$ cat src/rtl/ram_writer.sv
// ram_writer: small 2^ADDR_W x DATA_W memory loaded from a valid/ready stream,
// with a combinational read port compatible with the lookup ROM it replaces.
module ram_writer #(
  parameter int unsigned ADDR_W = 2,
  parameter int unsigned DATA_W = 8
) (
  input  logic              clk,
  input  logic              rst_n,
  input  logic              start,
  input  logic [ADDR_W-1:0] start_addr,
  input  logic [ADDR_W:0]   len,
  input  logic              wr_valid,
  input  logic [DATA_W-1:0] wr_data,
  output logic              wr_ready,
  output logic              busy,
  output logic              done,
  input  logic [ADDR_W-1:0] rd_addr,
  output logic [DATA_W-1:0] rd_data
);

  localparam int unsigned DEPTH = 1 << ADDR_W;
  localparam int unsigned CNT_W = ADDR_W + 1;

  typedef enum logic [1:0] {
    S_IDLE  = 2'd0,
    S_WRITE = 2'd1,
    S_DONE  = 2'd2
  } state_e;

  state_e              state_q, state_d;
  logic [ADDR_W-1:0]   wr_ptr_q, wr_ptr_d;
  logic [CNT_W-1:0]    remaining_q, remaining_d;
  logic                busy_q, busy_d;
  logic                done_q, done_d;
  logic                wr_en;
  logic [DATA_W-1:0]   mem_q [DEPTH];

  // A word transfers only while loading and upstream offers one
  assign wr_en = busy_q & wr_valid;

  // Next-state, pointer/count and decoded-output computation
  always_comb begin
    state_d     = state_q;
    wr_ptr_d    = wr_ptr_q;
    remaining_d = remaining_q;
    unique case (state_q)
      S_IDLE: begin
        if (start) begin
          if (len != '0) begin
            wr_ptr_d    = start_addr;
            remaining_d = len;
            state_d     = S_WRITE;
          end else begin
            state_d = S_DONE;
          end
        end
      end
      S_WRITE: begin
        if (wr_en) begin
          wr_ptr_d    = wr_ptr_q + ADDR_W'(1);
          remaining_d = remaining_q - CNT_W'(1);
          if (remaining_q == CNT_W'(1)) begin
            state_d = S_DONE;
          end
        end
      end
      S_DONE: begin
        state_d = S_IDLE;
      end
      default: begin
        state_d = S_IDLE;
      end
    endcase
    busy_d = (state_d == S_WRITE);
    done_d = (state_d == S_DONE);
  end

  // Control registers; outputs are registered copies of the next-state decode
  always_ff @(posedge clk) begin
    if (!rst_n) begin
      state_q     <= S_IDLE;
      wr_ptr_q    <= '0;
      remaining_q <= '0;
      busy_q      <= 1'b0;
      done_q      <= 1'b0;
    end else begin
      state_q     <= state_d;
      wr_ptr_q    <= wr_ptr_d;
      remaining_q <= remaining_d;
      busy_q      <= busy_d;
      done_q      <= done_d;
    end
  end

  // Memory array: cleared by reset, one word written per accepted transfer
  always_ff @(posedge clk) begin
    for (int i = 0; i < DEPTH; i++) begin
      if (!rst_n) begin
        mem_q[i] <= '0;
      end else if (wr_en && (wr_ptr_q == ADDR_W'(i))) begin
        mem_q[i] <= wr_data;
      end
    end
  end

  assign wr_ready = busy_q;
  assign busy     = busy_q;
  assign done     = done_q;
  assign rd_data  = mem_q[rd_addr];

endmodule

$ cat config.mk
export PLATFORM = sky130hd
export DESIGN_NAME = ram_writer
export DESIGN_NICKNAME = d
export VERILOG_FILES = /design/src/rtl/ram_writer.sv
export SDC_FILE = /design/constraint.sdc
export NUM_CORES = 1
export LEC_CHECK = 0
export CAP_MARGIN = 20
export CORE_ASPECT_RATIO = 0.9
export CORE_MARGIN = 8
export CORE_UTILIZATION = 53
export CTS_CLUSTER_SIZE = 20
export DETAILED_ROUTE_END_ITERATION = 16
export PLACE_DENSITY_LB_ADDON = 0.08
export SYNTH_ARGS = -nofsm -noshare
export SYNTH_HDL_FRONTEND = slang
export SYNTH_SLANG_ARGS = --single-unit
$ cat constraint.sdc
create_clock -name clk -period 1.3 [get_ports clk]
set_input_delay 0.195 -clock clk [delete_from_list [all_inputs] [get_ports clk]]
set_output_delay 0.195 -clock clk [all_outputs]
set_load 0.05 [all_outputs]
==> metrics.cfg, run 1 <==
[status]
outcome=complete, but fails checks
failed_checks=setup timing

[sta]
grt_setup_unrepaired=yes
slew_headroom_pct=78.2
fin_crit_ns=1.53
drv_slew=0
tns_ns=-1.71
finalWorstSetupSlack_ns=-0.228
setup_viol=8
fmax_mhz=654
tightestPinTransition_ns=0.326
fin_crit_sh_pct=118
clock-skew-final_ns=0.00607
hold_viol_final=0

[setup_path]
critPathLaunch=mem_q[3][3]
critPathRequiredTime_ns=1.11
worst-path-max-fanout=1
reg2reg_to=mem_q[1][0]
path_class=reg -> out
crit_arrival_ns=1.33
reg2reg_slack_ns=0.04
cp-end-kind=output pin
reg2reg_from=busy
critPathLaunchType=flop
rr_worst_depth=4

[final_layout]
fillers=253
antenna_cells=0
stdcell_area_um2=2690
nets=227
drive_gt1_share_pct=34.5
synthToLayoutAreaGrowth_pct=35.3

[logic_synthesis]
yosys.area_share.simple_pct=19.8
yosys-top-cells-count=33 x and2_1, 32 x edfxtp_1, 11 x nand2_1, 9 x dfxtp_1
synth-seq-area-share_pct=57.4
ys_ff_latch=41
synth_xor_xnor_area_share_pct=0
ys.flop_type=edfxtp_1
ys_types=31
synth.area.top_cells=edfxtp_1 48%, and2_1 10%, dfxtp_1 9.1%, mux4_2 9.1%, ha_1 3.8%
synth_edf_count=32
synth_nets=177
synth-compound-area-share_pct=7.12
synth_fa_ha_area_share_pct=3.78
syn_area_um2=1990
synth_area_per_cell_um2=13.1
yosysTopAreaCellShare_pct=48.4
async_reset_ff_share_pct=0
yosysMostFrequentCell=and2_1
yosys.area.top_type=edfxtp_1
syn_inst=152
synth_warnings=0
synth_top_family_by_area=simple AND/OR/NAND/NOR gates
synthMuxAreaShare_pct=9.07

[clock_network]
cts-buffers-inserted=5
cts.root.buffer_cell=clkbuf_8
ctsLongestPathBuffers=2
htreeDepth=2
cts_tree=yes
clkTransAtPathRegs_ns=0.08
clk_latency_ns=0.29
cts_sinks=41

[routing]
avgViaCountPerCell=5.39
drc_errors=0
drt_iter0_drc=110
wirelength_um=4240
drt_pass1_iterations=4
vias=1341
routedWlPerCell_um=17.0
ant_nets=0

[place]
routabilityCongestion=0.855
dp_hpwl_um=3130
port-buffer-count=29
postPlaceCellArea_um2=2490

[floorplan]
die_x_um=80.5
die_h_um=74.1
io_pins=30
rows=21
core_area_um2=3650
start_util_pct=54.4
die-area_um2=5970

[global_routing]
grt_usage_pct=15.5
grt_pass1_vias=1387
grt_pass1_wl_um=6900
overflow=0
grt_max_degree=13
antenna_found_initial=0

[hold_path]
holdPathEnd=remaining_q[2]
hold_depth=2
min_path_type=reg -> reg
worstHoldStart=remaining_q[2]

[pwr]
peakVddDrop_v=0.000934
p_total_w=0.00308
power_density_nw_per_um2=1150
p_leak_nw=1.08

[job]
maxCapViolations=0

placed cells by master (no fill, tap or decap), types with 3 or more instances in the layout:
cell             netlist  layout
and2_1                33      32
edfxtp_1              32      32
buf_4                  1      18
clkdlybuf4s50_1        0      17
buf_6                  0       9
mux4_2                 8       8
a21oi_1                8       8
inv_1                  7       6
nand2_1               11       6
nand2_4                1       6
ha_1                   6       5
clkbuf_8               0       5
o21ai_0                4       4
dfxtp_1                9       4
buf_12                 0       4
dfxtp_2                0       4
and3_4                 0       3
nand2b_1               3       3
logic make-up (layout without fill, tap and decap cells):
| group | after synthesis | in the layout |
|---|---|---|
| multiplexers | 8 | 8 |
| buffers and inverters | 13 | 64 |
| adder cells (fa/ha/maj) | 6 | 6 |
| flip-flops | 41 | 41 |
| AO/OA/AOI/OAI | 19 | 19 |
| AND/OR/NAND/NOR | 65 | 65 |
how the worst max path moves through the flow:
stage | to | slack (ns)
after floorplan | remaining_q[0] | -0.01
after global placement | rd_data[1] | -0.46
after detailed placement | rd_data[1] | -0.47
after CTS | rd_data[3] | -0.25
after global routing | rd_data[3] | -0.27
final | rd_data[3] | -0.23
worst max-delay path, cell delays in order, from the launching register on:
cell	delay (ns)
edfxtp_1	0.38
mux4_2	0.49
buf_6	0.17
area by class of cell:
cell class | instances | area (um^2) | share of cell area, %
repair buffers | 49 | 495 | 18.4
clock buffers | 6 | 72.6 | 2.70
inverters | 7 | 26.3 | 0.977
flip-flops and latches | 41 | 1150 | 42.8
multi-input cells | 98 | 853 | 31.7
well taps | 46 | 57.6 | 2.14
clock inverters | 2 | 33.8 | 1.26
report_power, final:
group          switching (W)  internal (W)  total [W]
Clock               0.000423      0.000567   0.000990
Combinational       0.000305      0.000277   0.000582
Sequential         0.0000334       0.00148    0.00151
routing by layer:
| layer | vias to the layer above | track usage [%] | share of wire, % |
|---|---|---|---|
| li1 | 653 | - | - |
| met1 | 636 | 19.3 | 42 |
| met4 | 0 | 6.05 | 1.4 |
| met5 | - | 0 | 0 |
| met2 | 46 | 24.9 | 48 |
| met3 | 6 | 4.35 | 7.7 |
state kept, by name, indices dropped and copies added, names as in the netlist:
name         cells
mem_q           32
remaining_q      3
done             1
wr_ptr_q         2
state_q          2
busy             1
through the flow:
step / setup slack, ns / hold WS [ns] / cells / util (%)
after global routing: -0.267 / 0.541 / 249 / 73.6
after CTS: -0.250 / 0.476 / 247 / 72.3
after global placement: -0.463 / 0.459 / 239 / 68.1
after detailed placement: -0.474 / 0.464 / 239 / 68.1
after floorplan: -0.0103 / 0.393 / 152 / -
final: -0.228 / 0.494 / 249 / 73.6
what timing repair did:
item,CTS,global route
setup buffers,0,2
hold buffers,0,0
resized for setup,15,11
pin swaps,0,2
setup endpoints to repair,35,57
Note: power is estimated with default switching activity, not from simulation.
==> run 2, diff against run 1 <==
Settings changed: CAP_MARGIN 20 to default.
==> results of run 2 <==
No change in the layout: final DEF, timing and power equal those of run 1.
==> run 3, diff against run 2 <==
Settings changed: CAP_MARGIN from default to 20.
==> results of run 3 <==
No change in the layout: final DEF, timing and power equal those of run 1.
==> patch (flow settings as in run 3) <==
The parameter `ADDR_W` goes from 2 to 1. Comments in the files are not updated.
--- a/src/rtl/ram_writer.sv
+++ b/src/rtl/ram_writer.sv
@@ -3,3 +3,3 @@
 module ram_writer #(
-  parameter int unsigned ADDR_W = 2,
+  parameter int unsigned ADDR_W = 1,
   parameter int unsigned DATA_W = 8
Interface: changed (resized len, rd_addr and start_addr); port bits go from 30 to 27. No check against the original RTL was run, so the function may have changed too.
==> patch against run 3 <==
- the run still ends with setup timing left
- synthesized area is 45% lower
- routed wire length is 47% lower
- utilization is 7.5 points higher
- synthesized cell count is 43% lower
- sequential cell count is 18 lower
- total power is 49% lower
- count of clock-buffer cells in the layout is 3 lower
- setup slack better by 0.18 ns
- sequential power is 43% lower
- non-clock buffer count is 8 lower
- final area is 42% lower
- critical endpoint is now rd_data[7]
- largest cell class unchanged
==> patch: results <==
group,metric,value,unit
routing,drtPass1Iterations,4,
power,leakagePower,0.000657,uW
min_path,hp-class,"input port to flip-flop",
yosys,synth_area_leaders,"edfxtp_1, dfxtp_1, and2_1",
yosys,yosysWarnings,0,
final_layout,reg_top3,"mem_q (16), remaining_q (2), state_q (2)",
yosys,ys_top_cells_by_count,"and2_1, edfxtp_1, mux2_2",
sta,fin_worst_skew,0.00781,ns
clock_network,htreeDepth,1,
run_status,run_status,"finished with violations",
yosys,yosysUniqueCellTypes,32,
routing,vias_per_cell,5.25,
clock_network,cts_buffer_depth,2,
yosys,async_flop_share,0,%
sta,tns,-0.182,ns
routing,wl_per_cell,14.8,um
clock_network,insertion_delay,0.31,ns
yosys,syn_area_per_cell,12.6,um2
final_layout,drive_gt1_share,34.4,%
sta,fin_ws,-0.0503,ns
placed_design,gp_congestion,0.805,
routing,vias,804,
run_status,violations,"setup timing",
power,p_sw,434,uW
routing,first_iter_violations,20,
global_route,grt_max_degree,14,
placed_design,placed_cells,149,
yosys,synth_edf_count,16,
global_route,grt_pass1_wl,3.73,mm
clock_network,hold_buffers,0,
placed_design,numPortBuffers,26,
global_route,gr-usage-met1,15.5,%
setup_path,worstPathMaxFanout,1,
power,peakVddDrop,627,uV
yosys,synthesis.nets,103,
clock_network,clockRootBuffer,"clkbuf_4",
final_layout,area_delta_synth_final,44.7,%
final_layout,diodes,0,
yosys,ys_seq_area_share,57.3,%
placed_design,postPlaceCellArea,1500,um2
global_route,grt_use_met3,4.36,%
sta,setup-violations-final,8,
global_route,grt_pass1_vias,812,
setup_path,path_delay_family,"flip-flops",
setup_path,crit_slowest_cell,"edfxtp_1",
global_route,use_met2,20.2,%
final_layout,fill_cells,124,
placed_design,place_ws,-0.276,ns
setup_path,cpPeakStageDelay,0.40,ns
setup_path,critPathArrivalTime,1.16,ns
global_route,grt_use_total,13.1,%
clock_network,cts.clk_slew.worst_paths,0.12,ns
clock_network,cts_made_buffers,3,
placed_design,dpl.hpwl,1.78,mm
global_route,antenna_found_initial,0,
sta,tightest_slew,0.311,ns
[patch: cell type report]
type / count / share of cell area, %
clock buffer: 3 / 1.44
clock inverter: 1 / 0.319
inverter: 4 / 0.958
multi-input combinational: 56 / 27.9
sequential: 23 / 39.9
tap: 25 / 2.00
timing repair buffer: 41 / 27.5
[patch: power by group through the flow]
stage          logic, uW  clock network (uW)  registers (uW)
6_report             404                 323             854
5_1_grt              429                 362             860
4_1_cts              403                 330             853
3_5_place_dp         382                   0             870
3_3_place_gp         374                   0             866
2_1_floorplan        196                   0             876
[patch: worst paths after layout]
path / from / endpoint / slack, ns / cells past startpoint
setup / recovery: mem_q[0][7]$_SDFFCE_PN0P_ / rd_data[7] / -0.05 / 2
hold / removal: wr_data[2] / mem_q[1][2]$_SDFFCE_PN0P_ / 0.55 / 2
setup reg to reg: busy$_SDFF_PN0_ / mem_q[1][5]$_SDFFCE_PN0P_ / 0.05 / 3
hold reg to reg: wr_ptr_q$_SDFFE_PN0P_ / wr_ptr_q$_SDFFE_PN0P_ / 0.58 / 1
[patch: layer usage]
layer | routed length [um] | part of all wire (%)
met1 | 1030 | 45
met5 | 0 | 0
met3 | 106 | 4.7
met4 | 45 | 2.0
met2 | 1090 | 48
[patch: kinds of logic (layout without fill, tap and decap cells)]
group                      Yosys count  count (layout)  synth area share, %
AOI/OAI and AO/OA                   14              14                 9.70
adders and majority gates            1               1                 1.15
and+or+nand+nor                     32              32                 19.2
buffers and inverters                7              49                 3.46
muxes                                9               9                 9.24
DFF                                 23              23                 57.3
[patch: repair_timing]
| action | in CTS | in global routing |
|---|---|---|
| setup endpoints to repair | 8 | 11 |
| setup buffers | 0 | 0 |
| gates resized for setup | 11 | 3 |
| gates cloned | 0 | 0 |
